**src/rtl/serial_endpoint_if.sv**
```systemverilog
// Processor-side byte-serial port of the endpoint: a TX write strobe with ready flag,
// and a show-ahead RX head byte with valid flag and pop strobe.
interface serial_endpoint_if;
    logic [7:0] cpu_data_in;
    logic       cpu_wren_in;
    logic       cpu_ready_out;
    logic [7:0] cpu_data_out;
    logic       cpu_valid_out;
    logic       cpu_rden_in;

    // Processor side drives strobes and write data.
    modport master (
        output cpu_data_in,
        output cpu_wren_in,
        output cpu_rden_in,
        input  cpu_ready_out,
        input  cpu_data_out,
        input  cpu_valid_out
    );

    // Endpoint side answers with flow-control flags and the RX head byte.
    modport slave (
        input  cpu_data_in,
        input  cpu_wren_in,
        input  cpu_rden_in,
        output cpu_ready_out,
        output cpu_data_out,
        output cpu_valid_out
    );
endinterface

```
**src/rtl/serial_endpoint.sv**
```systemverilog
// Byte-serial IO endpoint: processor writes feed an 8N1 UART transmitter through a TX FIFO,
// and received 8N1 frames are queued in a show-ahead RX FIFO that the processor pops.
module serial_endpoint #(
    parameter int CLKS_PER_BIT = 16,
    parameter int FIFO_DEPTH   = 8
) (
    input  logic             clock,
    input  logic             reset,
    serial_endpoint_if.slave cpu,
    input  logic             uart_rx_in,
    output logic             uart_tx_out,
    output logic             rx_overrun_out,
    output logic             rx_frame_err_out
);
    localparam int AW = $clog2(FIFO_DEPTH);
    localparam int PW = AW + 1;
    localparam int CW = $clog2(CLKS_PER_BIT);
    localparam logic [CW-1:0] BIT_LAST  = CW'(CLKS_PER_BIT - 1);
    localparam logic [CW-1:0] HALF_LAST = CW'(CLKS_PER_BIT / 2 - 1);
    localparam logic [CW-1:0] CNT_ONE   = CW'(1);

    typedef enum logic [1:0] {TX_IDLE, TX_START, TX_DATA, TX_STOP} tx_state_t;
    typedef enum logic [2:0] {RX_IDLE, RX_START, RX_DATA, RX_STOP, RX_WAIT_HIGH} rx_state_t;

    // Extra pointer MSB tells a full buffer apart from an empty one.
    function automatic logic ptr_full(input logic [PW-1:0] w, input logic [PW-1:0] r);
        return (w[AW] != r[AW]) && (w[AW-1:0] == r[AW-1:0]);
    endfunction

    // ------------------------------------------------------------------
    // TX FIFO
    // ------------------------------------------------------------------
    logic [7:0]    tx_mem [FIFO_DEPTH];
    logic [PW-1:0] tx_wptr_q, tx_wptr_d;
    logic [PW-1:0] tx_rptr_q, tx_rptr_d;
    logic          tx_ready_q, tx_ready_d;
    logic          tx_empty;
    logic          tx_full;
    logic          tx_push;
    logic          tx_pop;
    logic [7:0]    tx_head;

    assign tx_empty = (tx_wptr_q == tx_rptr_q);
    assign tx_full  = ptr_full(tx_wptr_q, tx_rptr_q);
    assign tx_push  = cpu.cpu_wren_in && !tx_full;
    assign tx_head  = tx_mem[tx_rptr_q[AW-1:0]];

    always_comb begin
        tx_wptr_d  = tx_wptr_q + PW'(tx_push);
        tx_rptr_d  = tx_rptr_q + PW'(tx_pop);
        tx_ready_d = !ptr_full(tx_wptr_d, tx_rptr_d);
    end

    always_ff @(posedge clock or negedge reset) begin
        if (!reset) begin
            tx_wptr_q  <= '0;
            tx_rptr_q  <= '0;
            tx_ready_q <= 1'b1;
        end else begin
            tx_wptr_q  <= tx_wptr_d;
            tx_rptr_q  <= tx_rptr_d;
            tx_ready_q <= tx_ready_d;
        end
    end

    always_ff @(posedge clock) begin
        if (tx_push) begin
            tx_mem[tx_wptr_q[AW-1:0]] <= cpu.cpu_data_in;
        end
    end

    assign cpu.cpu_ready_out = tx_ready_q;

    // ------------------------------------------------------------------
    // TX serializer
    // ------------------------------------------------------------------
    tx_state_t     tx_state_q, tx_state_d;
    logic [CW-1:0] tx_cnt_q, tx_cnt_d;
    logic [2:0]    tx_bit_q, tx_bit_d;
    logic [7:0]    tx_shift_q, tx_shift_d;
    logic          tx_line_q, tx_line_d;
    logic          tx_bit_end;

    assign tx_bit_end = (tx_cnt_q == BIT_LAST);

    always_comb begin
        tx_state_d = tx_state_q;
        tx_cnt_d   = tx_cnt_q;
        tx_bit_d   = tx_bit_q;
        tx_shift_d = tx_shift_q;
        tx_line_d  = tx_line_q;
        tx_pop     = 1'b0;
        case (tx_state_q)
            TX_IDLE: begin
                tx_line_d = 1'b1;
                if (!tx_empty) begin
                    tx_pop     = 1'b1;
                    tx_shift_d = tx_head;
                    tx_line_d  = 1'b0;
                    tx_cnt_d   = '0;
                    tx_state_d = TX_START;
                end
            end
            TX_START: begin
                if (tx_bit_end) begin
                    tx_cnt_d   = '0;
                    tx_bit_d   = 3'd0;
                    tx_line_d  = tx_shift_q[0];
                    tx_state_d = TX_DATA;
                end else begin
                    tx_cnt_d = tx_cnt_q + CNT_ONE;
                end
            end
            TX_DATA: begin
                if (tx_bit_end) begin
                    tx_cnt_d = '0;
                    if (tx_bit_q == 3'd7) begin
                        tx_line_d  = 1'b1;
                        tx_state_d = TX_STOP;
                    end else begin
                        tx_shift_d = {1'b0, tx_shift_q[7:1]};
                        tx_line_d  = tx_shift_q[1];
                        tx_bit_d   = tx_bit_q + 3'd1;
                    end
                end else begin
                    tx_cnt_d = tx_cnt_q + CNT_ONE;
                end
            end
            TX_STOP: begin
                if (tx_bit_end) begin
                    tx_cnt_d   = '0;
                    tx_state_d = TX_IDLE;
                    // Chain straight into the next start bit so queued bytes leave gap-free.
                    if (!tx_empty) begin
                        tx_pop     = 1'b1;
                        tx_shift_d = tx_head;
                        tx_line_d  = 1'b0;
                        tx_state_d = TX_START;
                    end
                end else begin
                    tx_cnt_d = tx_cnt_q + CNT_ONE;
                end
            end
            default: begin
                tx_state_d = TX_IDLE;
                tx_line_d  = 1'b1;
            end
        endcase
    end

    always_ff @(posedge clock or negedge reset) begin
        if (!reset) begin
            tx_state_q <= TX_IDLE;
            tx_cnt_q   <= '0;
            tx_bit_q   <= 3'd0;
            tx_shift_q <= 8'h00;
            tx_line_q  <= 1'b1;
        end else begin
            tx_state_q <= tx_state_d;
            tx_cnt_q   <= tx_cnt_d;
            tx_bit_q   <= tx_bit_d;
            tx_shift_q <= tx_shift_d;
            tx_line_q  <= tx_line_d;
        end
    end

    assign uart_tx_out = tx_line_q;

    // ------------------------------------------------------------------
    // RX synchronizer and deserializer
    // ------------------------------------------------------------------
    logic          rx_sync1_q, rx_sync2_q;
    logic          rx_line;
    rx_state_t     rx_state_q, rx_state_d;
    logic [CW-1:0] rx_cnt_q, rx_cnt_d;
    logic [2:0]    rx_bit_q, rx_bit_d;
    logic [7:0]    rx_shift_q, rx_shift_d;
    logic          rx_overrun_q, rx_overrun_d;
    logic          rx_frame_err_q, rx_frame_err_d;
    logic          rx_bit_end;
    logic          rx_push;
    logic          rx_pop;
    logic          rx_empty;
    logic          rx_full;

    assign rx_line    = rx_sync2_q;
    assign rx_bit_end = (rx_cnt_q == BIT_LAST);

    always_ff @(posedge clock or negedge reset) begin
        if (!reset) begin
            rx_sync1_q <= 1'b1;
            rx_sync2_q <= 1'b1;
        end else begin
            rx_sync1_q <= uart_rx_in;
            rx_sync2_q <= rx_sync1_q;
        end
    end

    always_comb begin
        rx_state_d     = rx_state_q;
        rx_cnt_d       = rx_cnt_q;
        rx_bit_d       = rx_bit_q;
        rx_shift_d     = rx_shift_q;
        rx_overrun_d   = rx_overrun_q;
        rx_frame_err_d = rx_frame_err_q;
        rx_push        = 1'b0;
        case (rx_state_q)
            RX_IDLE: begin
                if (!rx_line) begin
                    rx_cnt_d   = '0;
                    rx_state_d = RX_START;
                end
            end
            RX_START: begin
                // Half a bit in: a line back at 1 means a glitch, not a start bit.
                if (rx_cnt_q == HALF_LAST) begin
                    rx_cnt_d = '0;
                    if (rx_line) begin
                        rx_state_d = RX_IDLE;
                    end else begin
                        rx_bit_d   = 3'd0;
                        rx_state_d = RX_DATA;
                    end
                end else begin
                    rx_cnt_d = rx_cnt_q + CNT_ONE;
                end
            end
            RX_DATA: begin
                if (rx_bit_end) begin
                    rx_cnt_d   = '0;
                    rx_shift_d = {rx_line, rx_shift_q[7:1]};
                    if (rx_bit_q == 3'd7) begin
                        rx_state_d = RX_STOP;
                    end else begin
                        rx_bit_d = rx_bit_q + 3'd1;
                    end
                end else begin
                    rx_cnt_d = rx_cnt_q + CNT_ONE;
                end
            end
            RX_STOP: begin
                if (rx_bit_end) begin
                    rx_cnt_d = '0;
                    if (rx_line) begin
                        rx_state_d = RX_IDLE;
                        if (!rx_full || rx_pop) begin
                            rx_push = 1'b1;
                        end else begin
                            rx_overrun_d = 1'b1;
                        end
                    end else begin
                        rx_frame_err_d = 1'b1;
                        rx_state_d     = RX_WAIT_HIGH;
                    end
                end else begin
                    rx_cnt_d = rx_cnt_q + CNT_ONE;
                end
            end
            RX_WAIT_HIGH: begin
                if (rx_line) begin
                    rx_state_d = RX_IDLE;
                end
            end
            default: begin
                rx_state_d = RX_IDLE;
            end
        endcase
    end

    always_ff @(posedge clock or negedge reset) begin
        if (!reset) begin
            rx_state_q     <= RX_IDLE;
            rx_cnt_q       <= '0;
            rx_bit_q       <= 3'd0;
            rx_shift_q     <= 8'h00;
            rx_overrun_q   <= 1'b0;
            rx_frame_err_q <= 1'b0;
        end else begin
            rx_state_q     <= rx_state_d;
            rx_cnt_q       <= rx_cnt_d;
            rx_bit_q       <= rx_bit_d;
            rx_shift_q     <= rx_shift_d;
            rx_overrun_q   <= rx_overrun_d;
            rx_frame_err_q <= rx_frame_err_d;
        end
    end

    assign rx_overrun_out   = rx_overrun_q;
    assign rx_frame_err_out = rx_frame_err_q;

    // ------------------------------------------------------------------
    // RX FIFO (show-ahead)
    // ------------------------------------------------------------------
    logic [7:0]    rx_mem [FIFO_DEPTH];
    logic [PW-1:0] rx_wptr_q, rx_wptr_d;
    logic [PW-1:0] rx_rptr_q, rx_rptr_d;

    assign rx_empty = (rx_wptr_q == rx_rptr_q);
    assign rx_full  = ptr_full(rx_wptr_q, rx_rptr_q);
    assign rx_pop   = cpu.cpu_rden_in && !rx_empty;

    always_comb begin
        rx_wptr_d = rx_wptr_q + PW'(rx_push);
        rx_rptr_d = rx_rptr_q + PW'(rx_pop);
    end

    always_ff @(posedge clock or negedge reset) begin
        if (!reset) begin
            rx_wptr_q <= '0;
            rx_rptr_q <= '0;
        end else begin
            rx_wptr_q <= rx_wptr_d;
            rx_rptr_q <= rx_rptr_d;
        end
    end

    // When full, the write slot is the head being popped this cycle, so overwriting it is safe.
    always_ff @(posedge clock) begin
        if (rx_push) begin
            rx_mem[rx_wptr_q[AW-1:0]] <= rx_shift_q;
        end
    end

    assign cpu.cpu_valid_out = !rx_empty;
    assign cpu.cpu_data_out  = rx_empty ? 8'h00 : rx_mem[rx_rptr_q[AW-1:0]];
endmodule

```
**src/flat_wrapper.sv**
```systemverilog
// flat-port wrapper written by rule: the top's interface ports become plain ports
module serial_endpoint_flat 
#(
    parameter int CLKS_PER_BIT = 16,
    parameter int FIFO_DEPTH   = 8
)
  (clock, reset, uart_rx_in, uart_tx_out, rx_overrun_out, rx_frame_err_out, cpu_cpu_data_in, cpu_cpu_wren_in, cpu_cpu_rden_in, cpu_cpu_ready_out, cpu_cpu_data_out, cpu_cpu_valid_out);
  serial_endpoint_if cpu_i ();
  input  logic clock;
  input  logic reset;
  input  logic uart_rx_in;
  output logic uart_tx_out;
  output logic rx_overrun_out;
  output logic rx_frame_err_out;
  input wire logic [$bits(cpu_i.cpu_data_in)-1:0] cpu_cpu_data_in;
  input wire logic [$bits(cpu_i.cpu_wren_in)-1:0] cpu_cpu_wren_in;
  input wire logic [$bits(cpu_i.cpu_rden_in)-1:0] cpu_cpu_rden_in;
  output wire logic [$bits(cpu_i.cpu_ready_out)-1:0] cpu_cpu_ready_out;
  output wire logic [$bits(cpu_i.cpu_data_out)-1:0] cpu_cpu_data_out;
  output wire logic [$bits(cpu_i.cpu_valid_out)-1:0] cpu_cpu_valid_out;
  assign cpu_i.cpu_data_in = cpu_cpu_data_in;
  assign cpu_i.cpu_wren_in = cpu_cpu_wren_in;
  assign cpu_i.cpu_rden_in = cpu_cpu_rden_in;
  assign cpu_cpu_ready_out = cpu_i.cpu_ready_out;
  assign cpu_cpu_data_out = cpu_i.cpu_data_out;
  assign cpu_cpu_valid_out = cpu_i.cpu_valid_out;
  serial_endpoint #(.CLKS_PER_BIT(CLKS_PER_BIT), .FIFO_DEPTH(FIFO_DEPTH)) u_core (.clock(clock), .reset(reset), .cpu(cpu_i), .uart_rx_in(uart_rx_in), .uart_tx_out(uart_tx_out), .rx_overrun_out(rx_overrun_out), .rx_frame_err_out(rx_frame_err_out));
endmodule
```
**config.mk**
```make
export PLATFORM = sky130hd
export DESIGN_NAME = serial_endpoint_flat
export DESIGN_NICKNAME = d
export VERILOG_FILES = /design/src/rtl/serial_endpoint_if.sv /design/src/rtl/serial_endpoint.sv /design/src/flat_wrapper.sv
export SDC_FILE = /design/constraint.sdc
export NUM_CORES = 1
export LEC_CHECK = 0
export CAP_MARGIN = 20
export CORE_MARGIN = 2
export CORE_UTILIZATION = 25
export CTS_BUF_LIST = sky130_fd_sc_hd__clkbuf_2 sky130_fd_sc_hd__clkbuf_4 sky130_fd_sc_hd__clkbuf_8
export DETAILED_ROUTE_END_ITERATION = 6
export PLACE_DENSITY = 0.49
export SYNTH_ARGS = -nofsm -noshare
export SYNTH_HDL_FRONTEND = slang
export SYNTH_SLANG_ARGS = --single-unit
```
**constraint.sdc**
```tcl
create_clock -name clock -period 4.3 [get_ports clock]
set_clock_uncertainty 0.1 [all_clocks]
set_input_delay 0.86 -clock clock [delete_from_list [all_inputs] [get_ports clock]]
set_output_delay 0.86 -clock clock [all_outputs]
set_load 0.02 [all_outputs]
```
# --- Yosys cells after proc, flatten, opt, wreduce, memory -nomap -nowiden ---
# Memories as Yosys holds them, arrays and structs flattened.
# Cells that the tools add are included.
word_totals:
  out_inout_bits: 13
  regBits: 57
  ram_bits: 128
  n_memories: 2
op_classes:
  reduce_logical: 28
  muxes: 56
  addsub: 8
  n_bitwise: 2
  n_eq_ne: 35
mem_list:
  columns: ["memory", "words", "width", "rd", "rd_ports_with_merged_regs", "write_ports", "line", "text"]
  rows:
  - ["u_core.rx_mem", 8, 8, 1, 0, 1, "serial_endpoint.sv:294", "logic [7:0] rx_mem [FIFO_DEPTH];"]
  - ["u_core.tx_mem", 8, 8, 1, 0, 1, "serial_endpoint.sv:33", "logic [7:0] tx_mem [FIFO_DEPTH];"]
ops:
  columns: ["cell", "count"]
  rows:
  - ["3-bit 2-to-1 mux", 14]
  - ["8-bit 2-to-1 mux", 5]
  - ["8-bit case mux with 3 select lines", 1]
  - ["4-bit 2-to-1 mux", 5]
  - ["2-bit by 1-bit inequality test with 1-bit output (second input constant)", 9]
  - ["1-bit 2-to-1 mux", 17]
  - ["4-bit by 1-bit adder with 4-bit output", 4]
  - ["4-bit AND reduction", 4]
  - ["3-bit case mux with 5 select lines", 1]
  - ["2-bit 2-to-1 mux", 6]
  - ["2-bit inequality test (second input constant)", 6]
  - ["3-bit case mux with 2 select lines", 2]
  - ["4-bit case mux with 3 select lines", 1]
  - ["5-bit AND reduction", 2]
  - ["3-bit equality test", 3]
  - ["3-bit equality test (second input constant)", 3]
  - ["4-bit by 1-bit adder with 4-bit output (second input constant)", 2]
  - ["4-bit equality test", 2]
  - ["4-bit equality test (second input constant)", 2]
  - ["2-bit case mux with 4 select lines", 1]
  - ["4-bit case mux with 2 select lines", 1]
  - ["3-bit by 1-bit adder with 3-bit output (second input constant)", 2]
  - ["3-bit by 2-bit equality test with 1-bit output (second input constant)", 2]
  - ["6-bit AND reduction", 1]
  - ["19 further kinds", 33]

# --- Longest topological paths before layout ---
depth:
  ltp_word: 10
  depth_mapped: 10
  ltp_nobuf: 9

# --- Worst setup path before layout ---
# No wires, ideal clock.
synth_timing:
  kind: "register to register"
  start: "register u_core.rx_state_q[2]"
  end: "memory u_core.rx_mem[3][0], enable pin"
  t_arrival_ps: 2146
  period_less_slack_ps: 2631
  slack_ps: 1669
  stages_incl_launch_ff: 6
  required_ps: 3815
  cell_sequence: "dfrtp_1 -> clkbuf_1 -> nand2b_1 -> nor4_1 -> o311ai_0 -> nor3b_1"
synth_between:
  elab_chain_cells: 4
synth_lines:
  columns: ["item", "line", "text"]
  rows:
  - ["start: declaration", "serial_endpoint.sv:174", "rx_state_t rx_state_q, rx_state_d;"]
  - ["start signal: assignment", "serial_endpoint.sv:279", "rx_state_q <= rx_state_d;"]
  - ["3-bit by 2-bit equality test with 1-bit output", "serial_endpoint.sv:207", "case (rx_state_q)"]
  - ["1-bit 2-to-1 mux", "serial_endpoint.sv:207", null]
  - ["1-bit 2-to-1 mux", "serial_endpoint.sv:319", "if (rx_push) begin"]
  - ["1-bit 2-to-1 mux (not written as such)", "serial_endpoint.sv:320", "rx_mem[rx_wptr_q[AW-1:0]] <= rx_shift_q;"]
  - ["end: declaration", "serial_endpoint.sv:294", null]
# No other way between the ends.

# --- Final worst setup path ---
layout_timing:
  start: "register u_core.rx_rptr_q[2]"
  end: "output cpu_cpu_data_out[1]"
layout_between:
  elab_chain_cells: 2
  elab_cells_between_ends: 3
layout_lines:
  columns: ["item", "line", "text"]
  rows:
  - ["start: declaration", "serial_endpoint.sv:296", "logic [PW-1:0] rx_rptr_q, rx_rptr_d;"]
  - ["start signal: assignment", "serial_endpoint.sv:313", "rx_rptr_q <= rx_rptr_d;"]
  - ["memory read 8 x 8 bit or 4-bit equality test (tied branches)", null, null]
  - ["8-bit 2-to-1 mux (*)", "serial_endpoint.sv:325", "assign cpu.cpu_data_out = rx_empty ? 8'h00 : rx_mem[rx_rptr_q[AW-1:0]];"]
  - ["end: declaration", "flat_wrapper.sv:19", "output wire logic [$bits(cpu_i.cpu_data_out)-1:0] cpu_cpu_data_out;"]
# Mark *: on every way between the ends. The rest lies on a longest branch, timed or not.

==> flow_metrics.tcl <==
set metrics [dict create \
    drc 0 \
    dpl.hpwl_mm 9.489 \
    worstPathRequired_ns 3.34 \
    grt_max_degree 31 \
    diodes 0 \
    slowest_delay_ns 0.72 \
    antenna_found_initial 0 \
    wl_met3_um 364 \
    fin_crit_sh_pct 87.33 \
    cts_sinks 185 \
    root_buffer "clkbuf_8" \
    slew_headroom_pct 37.32 \
    path_buf_inv 1 \
    synth-seq-cells 185 \
    clk_path_buf_depth 2 \
    clock_latency_ns 0.47 \
    critical_path_class "register to primary output" \
    port_buffers 25 \
    startpoint_type "register" \
    post-cts-setup-buffers 0 \
    grt_pass1_vias 4356 \
    dieArea_sq_um 32680 \
    num_vias 4053 \
    grt_pass1_wl_mm 23.45 \
    fill_cells 3040 \
    die_x_um 180.8 \
    outcome "finished, final reports clean" \
    synthArstFlopShare_pct 30.81 \
    core.rowCount 64 \
    cts_hold_buf 0 \
    timing.final.crit_period_ns 3.755 \
    p_total_w 0.005503 \
    worst_ep_arrival_time_ns 2.80 \
    tightest_slew_ns 0.9382 \
    fin_tns_setup_ns 0 \
    rsz0062_at_grt "no" \
    cp_slowest_cell "dfrtp_1" \
    avgSynthCellArea_sq_um 16.04 \
    setup_viol 0 \
    final_util_pct 29.37 \
    synth_area_sq_um 7812 \
    syn_inst 487 \
    cts_made_buffers 17 \
    slew_viol_final 0 \
    h-tree-depth 4 \
    final_common_cell "edfxtp_1" \
    viasPerCell 4.349 \
    ios 26 \
    end_kind "primary output" \
    drive_gt1_share_pct 18.84 \
    hold_violations 0 \
    core_area_sq_um 30670 \
    initial_core_util_pct 25.47 \
    firstDrtPassIters 4 \
    postCtsResizedCells 0 \
    ant_nets 0 \
    ir_drop_mv 0.2244 \
    p_leak_nw 3.329 \
    drt-wirelength-per-cell_um 15.39 \
    path_cells "xnor2_1, nand3_1, nor2b_1, nor2_1, clkdlybuf4s50_1" \
    syn_nets 519 \
    grt_overflow 0 \
    drv_cap 0 \
    areaGrowthSynthToFinish_pct 15.29 \
    yosysSeqAreaShare_pct 67.52 \
    layout_common_cells "edfxtp_1, dfrtp_1, mux4_2" \
    cp_top_family "simple AND/OR/NAND/NOR gates" \
    power.density_nw_per_um2 611.0 \
    finalNetCount 555 \
    synth_edf_count 128 \
    clk_pin_slew_ns 0.10 \
    drt-initial-drc-count 286 \
    highest_layer "met4" \
    die_h_um 180.8 \
    wl_met1_mm 6.424 \
    wirelength_mm 14.34 \
    path_max_fanout 11 \
    synthDistinctLibCells 53 \
    min_path_type "register to register" \
    grt_use_total_pct 9.234 \
    yosys_warnings 0 \
    gp_congestion 0.7318 \
    cts_tree "yes" \
    synth_ff_type "edfxtp_1" \
    fmax_mhz 266.3 \
    met2WireLength_mm 7.383 \
]
## logic make-up after synthesis
logic type | Yosys count | share of synthesized area (%)
AO/OA/AOI/OAI | 52 | 5.093
XOR/XNOR | 23 | 2.579
adder cells (fa/ha/maj) | 19 | 3.043
buffers and inverters | 43 | 2.194
flip-flops | 185 | 67.52
multiplexers | 61 | 12.97
AND/OR/NAND/NOR | 104 | 6.599
## synthesized netlist by cell type (all sizes together) (5+ instances only)
| library cell | count | area, sq um |
|---|---|---|
| mux2i | 18 | 180.2 |
| nor2 | 24 | 90.09 |
| ha | 19 | 237.7 |
| edfxtp | 128 | 3844 |
| clkbuf | 15 | 56.30 |
| nor3 | 11 | 60.06 |
| xnor2 | 14 | 122.6 |
| a21o | 6 | 52.55 |
| inv | 19 | 71.32 |
| nand3 | 17 | 85.08 |
| buf | 9 | 43.79 |
| o221ai | 6 | 52.55 |
| nor3b | 5 | 37.54 |
| nand2 | 24 | 90.09 |
| xor2 | 9 | 78.83 |
| mux2 | 12 | 135.1 |
| a21oi | 6 | 30.03 |
| dfrtp | 53 | 1326 |
| o21ai | 7 | 35.03 |
| mux4 | 31 | 698.2 |
## path summary, 6_finish.rpt
path                                 startpoint                  end  slack [ns]  cells past startpoint
max in group asynchronous                 reset    u_core.rx_sync1_q        2.92                      2
max                         u_core.rx_rptr_q[2]  cpu_cpu_data_out[1]        0.54                      5
max reg2reg                u_core.rx_state_q[2]  u_core.rx_mem[7][3]        1.30                      4
min                           u_core.rx_sync1_q       u_core.rx_line        0.27                      0
min reg2reg                   u_core.rx_sync1_q       u_core.rx_line        0.27                      0
min in group asynchronous                 reset  u_core.tx_wptr_q[3]        0.33                      1
## worst register-to-register path: stages, from the launching register on
cell	delay, ns
dfrtp_1	0.51
nand2b_1	0.31
nor4_1	0.57
o311ai_0	0.39
nor2_1	0.73
## power by group
part,internal [W],switching [W],leakage (nW),total [W]
Clock,0.000568,0.000671,0.220,0.00124
Combinational,0.000869,0.000979,1.16,0.00185
Sequential,0.00219,0.000228,1.95,0.00242
## area by class of cell
class                   count  area [sq um]  share of cell area (%)
clock inverters            13         168.9                   1.875
well taps                 396         495.5                   5.501
inverters                  19         71.32                  0.7918
flip-flops and latches    185          5275                   58.56
repair buffers             41         365.4                   4.056
clock buffers              19         255.2                   2.834
multi-input cells         259          2376                   26.38
## registers in the layout, indices dropped and copies added (netlist names)
name	cells
u_core.rx_bit_q	3
u_core.rx_sync1_q	1
u_core.rx_overrun_out	1
u_core.rx_rptr_q	4
u_core.tx_rptr_q	4
u_core.rx_wptr_q	4
u_core.rx_cnt_q	4
u_core.tx_bit_q	3
u_core.rx_frame_err_out	1
u_core.tx_cnt_q	4
u_core.tx_shift_q	8
u_core.tx_mem	64
u_core.tx_wptr_q	4
u_core.rx_state_q	3
u_core.rx_line	1
u_core.rx_shift_q	8
u_core.tx_state_q	2
u_core.uart_tx_out	1
u_core.cpu.cpu_ready_out	1
u_core.rx_mem	64
## per-stage QoR
stage               worst slack, ns  instance area, sq um  cells  hold WS (ns)
floorplan                     1.669                  7812    487        0.2452
global placement              1.101                  8583    900        0.2472
detailed placement           0.9950                  8583    900        0.2510
CTS                          0.4685                  9007    932        0.2673
global route                 0.2605                  9007    932        0.2762
finish                       0.5449                  9007    932        0.2667
## layer usage
layer,vias up,global-route usage (%)
li1,1932,-
met3,10,2.358
met5,-,0
met4,0,2.613
met2,40,16.20
met1,2071,11.20
Note: power is estimated with default switching activity, not from simulation.
